## config.mk

```make
export PLATFORM = sky130hd
export DESIGN_NAME = fetch_stage_flat
export DESIGN_NICKNAME = d
export VERILOG_FILES = /design/src/rtl/fetch_stage_if.sv /design/src/rtl/fetch_stage.sv /design/src/flat_wrapper.sv
export SDC_FILE = /design/constraint.sdc
export NUM_CORES = 1
export LEC_CHECK = 0
export ABC_AREA = 1
export BUFFER_PORTS_ARGS = -buffer_cell sky130_fd_sc_hd__clkbuf_2
export CAP_MARGIN = 0
export CORE_ASPECT_RATIO = 1.2
export CORE_MARGIN = 2
export CORE_UTILIZATION = 60
export CTS_CLUSTER_SIZE = 28
export DETAILED_ROUTE_END_ITERATION = 12
export HOLD_SLACK_MARGIN = 0.15
export PLACE_DENSITY = 0.86
export SKIP_LAST_GASP = 1
export SLEW_MARGIN = 20
export SYNTH_ARGS = -nofsm -noshare
export SYNTH_HDL_FRONTEND = slang
export SYNTH_SLANG_ARGS = --single-unit
```

## constraint.sdc

```tcl
create_clock -name clk -period 18.25 [get_ports clk]
set_clock_uncertainty 0.2 [all_clocks]
set_input_delay 2.7375 -clock clk [delete_from_list [all_inputs] [get_ports clk]]
set_output_delay 2.7375 -clock clk [all_outputs]
set_load 0.01 [all_outputs]
```

## src/rtl/fetch_stage_if.sv

```systemverilog
`default_nettype none
// ============================================================================
// Module  : fetch_stage_if
// Purpose : Instruction-memory, hazard/redirect and IF/ID signals of the fetch stage
// Rev     : 1.0
// ============================================================================
interface fetch_stage_if;
  logic        imem_req;
  logic [31:0] imem_addr;
  logic        imem_rvalid;
  logic [31:0] imem_rdata;
  logic        id_stall;
  logic        ex_redirect;
  logic [31:0] ex_target;
  logic        id_valid;
  logic [31:0] id_instr;
  logic [31:0] id_pc;
  logic [31:0] id_pc_plus4;

  modport master (
    output imem_req, imem_addr, id_valid, id_instr, id_pc, id_pc_plus4,
    input  imem_rvalid, imem_rdata, id_stall, ex_redirect, ex_target
  );

  modport slave (
    input  imem_req, imem_addr, id_valid, id_instr, id_pc, id_pc_plus4,
    output imem_rvalid, imem_rdata, id_stall, ex_redirect, ex_target
  );
endinterface
`default_nettype wire

```

## src/rtl/fetch_stage.sv

```systemverilog
`default_nettype none
// ============================================================================
// Module  : fetch_stage
// Purpose : PC owner, single-outstanding instruction fetch and IF/ID register
// Rev     : 1.0
// ============================================================================
module fetch_stage #(
  parameter logic [31:0] RESET_PC  = 32'h0000_0000,
  parameter logic [31:0] NOP_INSTR = 32'h0000_0013
) (
  input  wire logic         clk,
  input  wire logic         reset,
  fetch_stage_if.master     bus
);

  localparam logic [31:0] c_ALIGN_MASK = 32'hFFFF_FFFC;

  typedef enum logic [1:0] {
    S_IDLE  = 2'd0,
    S_ISSUE = 2'd1,
    S_WAIT  = 2'd2,
    S_HOLD  = 2'd3
  } state_t;

  state_t      r_state;
  logic [31:0] r_pc;
  logic        r_kill;
  logic        r_req;
  logic [31:0] r_hold_instr;
  logic [31:0] r_hold_pc;
  logic        r_id_valid;
  logic [31:0] r_id_instr;
  logic [31:0] r_id_pc;
  logic [31:0] r_id_pc_plus4;

  logic [31:0] w_target;
  logic [31:0] w_pc_plus4;
  logic        w_deliver;
  logic        w_load;
  logic [31:0] w_load_instr;
  logic [31:0] w_load_pc;

  assign w_target     = bus.ex_target & c_ALIGN_MASK;
  assign w_pc_plus4   = r_pc + 32'd4;
  assign w_deliver    = (r_state == S_WAIT) && bus.imem_rvalid && !r_kill;
  assign w_load       = !bus.ex_redirect && !bus.id_stall && (w_deliver || (r_state == S_HOLD));
  assign w_load_instr = (r_state == S_HOLD) ? r_hold_instr : bus.imem_rdata;
  assign w_load_pc    = (r_state == S_HOLD) ? r_hold_pc    : r_pc;

  always_ff @(posedge clk or posedge reset) begin
    if (reset) begin
      r_state      <= S_IDLE;
      r_pc         <= RESET_PC & c_ALIGN_MASK;
      r_kill       <= 1'b0;
      r_req        <= 1'b0;
      r_hold_instr <= NOP_INSTR;
      r_hold_pc    <= 32'd0;
    end else begin
      r_req <= 1'b0;
      if (bus.ex_redirect) begin
        r_pc <= w_target;
        case (r_state)
          // The request left this cycle, so its response must be discarded.
          S_ISSUE: begin
            r_kill  <= 1'b1;
            r_state <= S_WAIT;
          end
          S_WAIT: begin
            if (bus.imem_rvalid) begin
              r_kill  <= 1'b0;
              r_state <= S_ISSUE;
              r_req   <= 1'b1;
            end else begin
              r_kill  <= 1'b1;
            end
          end
          default: begin
            r_state <= S_ISSUE;
            r_req   <= 1'b1;
          end
        endcase
      end else begin
        case (r_state)
          S_IDLE: begin
            r_state <= S_ISSUE;
            r_req   <= 1'b1;
          end
          S_ISSUE: begin
            r_state <= S_WAIT;
          end
          S_WAIT: begin
            if (bus.imem_rvalid) begin
              if (r_kill) begin
                r_kill  <= 1'b0;
                r_state <= S_ISSUE;
                r_req   <= 1'b1;
              end else if (!bus.id_stall) begin
                r_pc    <= w_pc_plus4;
                r_state <= S_ISSUE;
                r_req   <= 1'b1;
              end else begin
                r_hold_instr <= bus.imem_rdata;
                r_hold_pc    <= r_pc;
                r_state      <= S_HOLD;
              end
            end
          end
          S_HOLD: begin
            if (!bus.id_stall) begin
              r_pc    <= w_pc_plus4;
              r_state <= S_ISSUE;
              r_req   <= 1'b1;
            end
          end
          default: begin
            r_state <= S_IDLE;
          end
        endcase
      end
    end
  end

  always_ff @(posedge clk or posedge reset) begin
    if (reset) begin
      r_id_valid    <= 1'b0;
      r_id_instr    <= NOP_INSTR;
      r_id_pc       <= 32'd0;
      r_id_pc_plus4 <= 32'd0;
    end else if (bus.ex_redirect) begin
      r_id_valid <= 1'b0;
    end else if (!bus.id_stall) begin
      if (w_load) begin
        r_id_valid    <= 1'b1;
        r_id_instr    <= w_load_instr;
        r_id_pc       <= w_load_pc;
        r_id_pc_plus4 <= w_load_pc + 32'd4;
      end else begin
        r_id_valid <= 1'b0;
      end
    end
  end

  assign bus.imem_req    = r_req;
  assign bus.imem_addr   = r_pc;
  assign bus.id_valid    = r_id_valid;
  assign bus.id_instr    = r_id_valid ? r_id_instr : NOP_INSTR;
  assign bus.id_pc       = r_id_pc;
  assign bus.id_pc_plus4 = r_id_pc_plus4;

endmodule
`default_nettype wire

```

## src/flat_wrapper.sv

```systemverilog
// flat-port wrapper written by rule: the top's interface ports become plain ports
module fetch_stage_flat 
#(
  parameter logic [31:0] RESET_PC  = 32'h0000_0000,
  parameter logic [31:0] NOP_INSTR = 32'h0000_0013
)
  (clk, reset, bus_imem_req, bus_imem_addr, bus_id_valid, bus_id_instr, bus_id_pc, bus_id_pc_plus4, bus_imem_rvalid, bus_imem_rdata, bus_id_stall, bus_ex_redirect, bus_ex_target);
  fetch_stage_if bus_i ();
  input  wire logic clk;
  input  wire logic reset;
  output wire logic [$bits(bus_i.imem_req)-1:0] bus_imem_req;
  output wire logic [$bits(bus_i.imem_addr)-1:0] bus_imem_addr;
  output wire logic [$bits(bus_i.id_valid)-1:0] bus_id_valid;
  output wire logic [$bits(bus_i.id_instr)-1:0] bus_id_instr;
  output wire logic [$bits(bus_i.id_pc)-1:0] bus_id_pc;
  output wire logic [$bits(bus_i.id_pc_plus4)-1:0] bus_id_pc_plus4;
  input wire logic [$bits(bus_i.imem_rvalid)-1:0] bus_imem_rvalid;
  input wire logic [$bits(bus_i.imem_rdata)-1:0] bus_imem_rdata;
  input wire logic [$bits(bus_i.id_stall)-1:0] bus_id_stall;
  input wire logic [$bits(bus_i.ex_redirect)-1:0] bus_ex_redirect;
  input wire logic [$bits(bus_i.ex_target)-1:0] bus_ex_target;
  assign bus_imem_req = bus_i.imem_req;
  assign bus_imem_addr = bus_i.imem_addr;
  assign bus_id_valid = bus_i.id_valid;
  assign bus_id_instr = bus_i.id_instr;
  assign bus_id_pc = bus_i.id_pc;
  assign bus_id_pc_plus4 = bus_i.id_pc_plus4;
  assign bus_i.imem_rvalid = bus_imem_rvalid;
  assign bus_i.imem_rdata = bus_imem_rdata;
  assign bus_i.id_stall = bus_id_stall;
  assign bus_i.ex_redirect = bus_ex_redirect;
  assign bus_i.ex_target = bus_ex_target;
  fetch_stage #(.RESET_PC(RESET_PC), .NOP_INSTR(NOP_INSTR)) u_core (.clk(clk), .reset(reset), .bus(bus_i));
endmodule
```

Yosys cells after proc, flatten, opt, wreduce, memory -nomap -nowiden
Cells that the tools add are included.
{ "totals": {"regBits": 197, "out_inout_bits": 130, "in_bits": 69} }
{ "classes": {"n_bitwise": 3, "n_reduce_logical": 18, "addsub": 2, "n_mux": 31, "eq_ne": 8} }
{ "op_table": {"columns": ["cell", "n"], "rows": [
  ["32-bit two-way mux", 7],
  ["32-bit by 3-bit adder with 32-bit output (second input constant)", 2],
  ["32-bit case mux with 2 select lines", 1],
  ["1-bit two-way mux", 12],
  ["2-bit two-way mux", 6],
  ["3-bit != test (second input constant)", 3],
  ["3-bit AND reduction", 3],
  ["2-bit case mux with 4 select lines", 1],
  ["2-bit nonzero test", 3],
  ["5-bit AND reduction", 1],
  ["2-bit equality test (second input constant)", 2],
  ["1-bit logical AND", 4],
  ["1-bit case mux with 2 select lines", 2],
  ["2-bit case mux with 2 select lines", 1],
  ["1-bit logical NOT", 3],
  ["1-bit NOT", 3],
  ["1-bit case mux with 3 select lines", 1],
  ["3-bit nonzero test", 1],
  ["2-bit by 1-bit equality test with 1-bit output (second input constant)", 1],
  ["2-bit logical NOT", 1],
  ["2-bit by 1-bit != test with 1-bit output (second input constant)", 1],
  ["2-bit != test (second input constant)", 1],
  ["2-bit AND reduction", 1],
  ["1-bit logical OR", 1]
]} }

Longest topological paths before layout
{ "depth": {"depth_word": 8, "depth_mapped": 14} }

Worst setup path before layout
Ideal clock, no wire load.
{ "synth_path": {"path_type": "input port to flip-flop", "from": "input port bus_ex_redirect", "to": "register u_core.r_hold_pc[19]", "path_slack_ps": 14194, "path_buffers": 3, "required_ps": 17915, "arrival_time_ps": 3721, "stages": 9, "cell_sequence": "buf_2 -> inv_2 -> nand2_1 -> nor3_2 -> nand2_1 -> buf_2 -> clkbuf_1 -> nand2_1 -> o21ai_0"} }
{ "synth_via": {"elab_chain_cells": 2} }
{ "synth_lines": {"columns": ["element", "line_no", "rtl"], "rows": [
  ["start: declaration", "flat_wrapper.sv:20", "input wire logic [$bits(bus_i.ex_redirect)-1:0] bus_ex_redirect;"],
  ["1-bit NOT (no line)", null, null],
  ["5-bit AND reduction (no line)", null, null],
  ["end signal: assignment", "fetch_stage.sv:103", "r_hold_pc <= r_pc;"],
  ["end: declaration", "fetch_stage.sv:30", "logic [31:0] r_hold_pc;"]
]} }
No other way between the ends.
A chain may end at the register's enable or synchronous reset.

Final worst setup path
{ "layout_path": {"from": "input port bus_ex_redirect", "to": "register u_core.r_id_pc_plus4[8], in the netlist u_core.bus.id_pc_plus4[8]"} }
{ "layout_via": {"elab_chain_cells": 4} }
{ "layout_lines": {"columns": ["element", "line_no", "rtl"], "rows": [
  ["1-bit logical NOT", "fetch_stage.sv:46", "assign w_load = !bus.ex_redirect && !bus.id_stall && (w_deliver || (r_state == S_HOLD));"],
  ["1-bit logical AND (2 in series)", "fetch_stage.sv:46", null],
  ["3-bit AND reduction (no line) *", null, null],
  ["end signal: assignment", "fetch_stage.sv:136", "r_id_pc_plus4 <= w_load_pc + 32'd4;"],
  ["end: declaration", "fetch_stage.sv:34", "logic [31:0] r_id_pc_plus4;"]
]} }
Mark *: on every way between the ends. The rest lies on a longest branch, timed or not.

==> implementation parameters <==
Parameter                              Value

Die
  Vertical extent of the die ... 143.4 um
  Effective utilization at floorplan ... 61.83%
  Core area ... 0.01570 mm^2
  Core Rows ... 50
  Total I/O pin count ... 199
  Overall die area ... 0.01722 mm^2
  Width of the chip ... between 100 and 150 um

Logic synthesis
  Register area share after synthesis ... 48.79%
  Post-synthesis cell area ... 0.009709 mm^2
  Number of standard cells after synthesis ... 1244
  Yosys reg bits ... approximately 190
  Top FF cell, synth ... dfrtp_1
  Average cell area after synthesis ... around 8 um^2
  Async set-reset flop share out of synthesis ... 100.0%
  Count of flip-flops with a built-in enable after synthesis ... 0
  Unique masters post-synth ... 36
  Warning count from the yosys run ... 0

Final layout
  Area Overhead vs Synth ... 16.24%
  Layout cell share with drive strength beyond 1 ... between 20% and 30%
  End-of-flow core utilization ... between 70% and 80%
  Final antenna diode count ... 0
  Net count, final ... 1474

STA
  Ratio of final minimum period to clock period ... 30.84%
  Pins Over Slew Limit ... 0
  Worst setup margin ... 12.62 ns
  Max-Slew Margin vs Limit ... 32.07%
  Setup TNS ... 0 ns
  RSZ-0062 raised after global routing ... false
  Final hold viol count ... 0
  Transition time at the pin with the least slew margin ... approximately 1 ns
  Final setup violating endpoints ... 0
  Worst hold margin ... 0.2789 ns
  Tmin final ... 5.628 ns
  Fmax ... 177.7 MHz

Global routing
  Largest net degree at the start of global routing ... between 100 and 150
  Initial antenna violation count ... 0
  Overall fraction of global-route tracks in use ... 29.80%
  Via count of the first global-routing pass ... 8279
  Wire length of the first global-routing pass ... 40770 um
  GR Overflow Total ... 0

Route
  Post-detailed-route count of antenna-violating nets ... 0
  Number of vias after detailed routing ... 9151
  DR iter-0 viols ... between 1000 and 1500
  Detailed-router iteration count before antenna repair ... 5
  Post-DR wirelength/cell ... 15.77 um
  Via-per-instance ratio ... 5.645
  Total wire length ... roughly 26000 um
  Number of design rule violations left after detail routing ... 0

Clock tree
  CTS H-tree depth ... 4
  Root Buffer ... clkbuf_16
  Clk sink count ... 189
  Setup Buffers After CTS ... 0
  CTS Buf Count ... 17
  Post-CTS Hold Fix Bufs ... 0
  Resize count post-CTS ... 0
  TritonCTS clock tree ... built
  Max Buffers Root-to-Sink ... 2
  Clock transition time at the flip-flop clock pins of the worst setup and hold paths ... 0.07 ns
  Clock latency on the worst-skew pair ... 0.44 ns

Run status
  Result of the run ... finished clean

Worst setup path
  Ordered list of cells on the worst path ... clkbuf_2, nor2_1, o21ai_4, buf_4, inv_2, buf_4, nand2_1, o22ai_1, a21oi_1
  CP most frequent cell ... buf_4
  Source of the critical timing path ... bus_ex_redirect
  Worst path slowest cell ... buf_4
  Kind of cell adding the most delay to the critical path ... buffers and inverters
  Type of element capturing the critical path ... flop
  Launch point of the worst reg-to-reg path ... u_core.r_state[1]$_DFFE_PP0P_
  Critical Path RT ... between 15 and 20 ns
  Count of buffering cells on the critical path with inverters included ... 4
  Biggest fanout along the worst timing path ... 77
  Setup Crit Path Kind ... input port to flop
  CP startpoint kind ... input port
  CP arrival ... roughly 5.7 ns
  Stage delay of the slowest cell on the critical path ... 0.65 ns

Placement
  Pre-CTS setup slack ... 12.30 ns
  Count of input and output buffers ... 190
  DP HPWL ... 17510 um
  Gp weighted congestion ... ~0.91

Power and ir drop
  Leakage power of the design ... approximately 5.8 nW
  Power Density ... roughly 140 mW/mm^2
  Total design power ... around 0.0016 W
  IR Drop Worst-Case VDD ... approximately 60 uV

Worst hold path
  Hold Crit Class ... flop to flop
  Hold Crit Start ... u_core.bus.id_pc[17]$_DFFE_PP0P_

Job
  Total of max-cap violations ... 0
[layout by cell type (no fill, tap or decap), drive strengths merged, types with 5 or more instances in the layout]
master and count:
nand4 7, xor2 16, mux2 30, o22ai 8, nand3 61, dfstp 6, inv 104, clkinv 5
a31oi 36, nor3 14, ha 5, a21oi 18, nor2 145, buf 5, o21ai 85, dfrtp 183
nand2 434, o211ai 10, conb 6, a22oi 14, clkbuf 210
[kinds of logic after synthesis]
| logic type | Yosys count | synth area share, % |
|---|---|---|
| mux | 30 | 3.479 |
| simple gates | 664 | 28.02 |
| xor+xnor | 16 | 1.443 |
| fa+ha+maj | 5 | 0.6443 |
| flops | 189 | 48.79 |
| buf+inv | 163 | 7.101 |
| other cells | 1 | 0.03862 |
| compound gates | 176 | 10.49 |
[worst paths after layout]
kind	slack [ns]	depth (start not counted)	endpoint
max in group asynchronous	14.21	3	u_core.bus.id_pc[12]$_DFFE_PP0P_
worst max-delay path	12.62	9	u_core.bus.id_pc_plus4[8]$_DFFE_PP0P_
min in group asynchronous	2.29	2	u_core.bus.imem_addr[2]$_DFFE_PP0P_
worst min register to register	0.28	2	u_core.bus.id_pc[17]$_DFFE_PP0P_
worst max register to register	14.46	9	u_core.bus.id_pc_plus4[8]$_DFFE_PP0P_
worst min-delay path	0.28	2	u_core.bus.id_pc[17]$_DFFE_PP0P_
[Yosys cell counts, types with 5 or more instances]
cell | instances | share of area [%]
nor2_1 | 128 | 4.9
buf_2 | 23 | 1.2
inv_1 | 93 | 3.6
clkbuf_1 | 27 | 1.0
mux2_2 | 30 | 3.5
nand2_1 | 420 | 16
nand3_1 | 61 | 3.1
ha_1 | 5 | 0.64
nor2_4 | 5 | 0.58
o21ai_0 | 66 | 3.4
dfstp_2 | 6 | 1.6
nor3_1 | 13 | 0.67
o211ai_1 | 10 | 0.77
inv_2 | 7 | 0.27
a31oi_1 | 36 | 2.3
nand4_1 | 7 | 0.45
a21oi_1 | 18 | 0.93
xor2_1 | 16 | 1.4
o22ai_1 | 8 | 0.52
dfrtp_1 | 183 | 47
nand2_2 | 14 | 0.90
buf_4 | 7 | 0.54
a22oi_1 | 14 | 1.1
nor2_2 | 12 | 0.77
o21ai_1 | 17 | 0.88
[layout make-up]
type                    count  area, um^2
repair buffers            195       992.2
flip-flops and latches    189        4738
well taps                 208       260.3
inverters                 100       380.4
fillers                  1236        4417
clock inverters            12       128.9
multi-input cells         897        4319
clock buffers              20       466.7
[per-stage QoR]
stage	std cells	area (um^2)
5_1_grt	1621	11290
3_3_place_gp	1589	10690
6_report	1621	11290
4_1_cts	1621	11280
2_1_floorplan	1249	9728
3_5_place_dp	1589	10690
[flip-flops by register name, indices dropped and copies added (netlist names)]
| register | cells |
|---|---|
| u_core.r_state | 2 |
| u_core.r_kill | 1 |
| u_core.r_hold_pc | 30 |
| u_core.bus.id_valid | 1 |
| u_core.bus.imem_req | 1 |
| u_core.bus.imem_addr | 30 |
| u_core.bus.id_pc_plus4 | 30 |
| u_core.r_hold_instr | 32 |
| u_core.bus.id_pc | 30 |
| u_core.r_id_instr | 32 |
[worst register-to-register path, cell delays in order (launching register included)]
cell,delay [ns]
dfrtp_1,0.44
ha_2,0.22
buf_4,0.58
o21ai_4,0.11
buf_4,0.34
inv_2,0.65
buf_4,0.65
nand2_1,0.22
o22ai_1,0.19
a21oi_1,0.07
[report_power, final]
part           switching (W)  internal (W)  total [W]
clock network       0.000171      0.000203   0.000374
logic               0.000345      0.000196   0.000542
registers           0.000115      0.000578   0.000693
total               0.000631      0.000977    0.00161
[routing by layer]
metal / up-vias / global-route usage (%) / part of all wire [%]
met1: 4322 / 41.40 / 41
met3: 55 / 5.476 / 8.3
met5: - / 0 / 0
met2: 454 / 47.61 / 48
met4: 0 / 9.907 / 2.4
li1: 4320 / - / -
No activity file was read; power rests on OpenSTA's default activity.
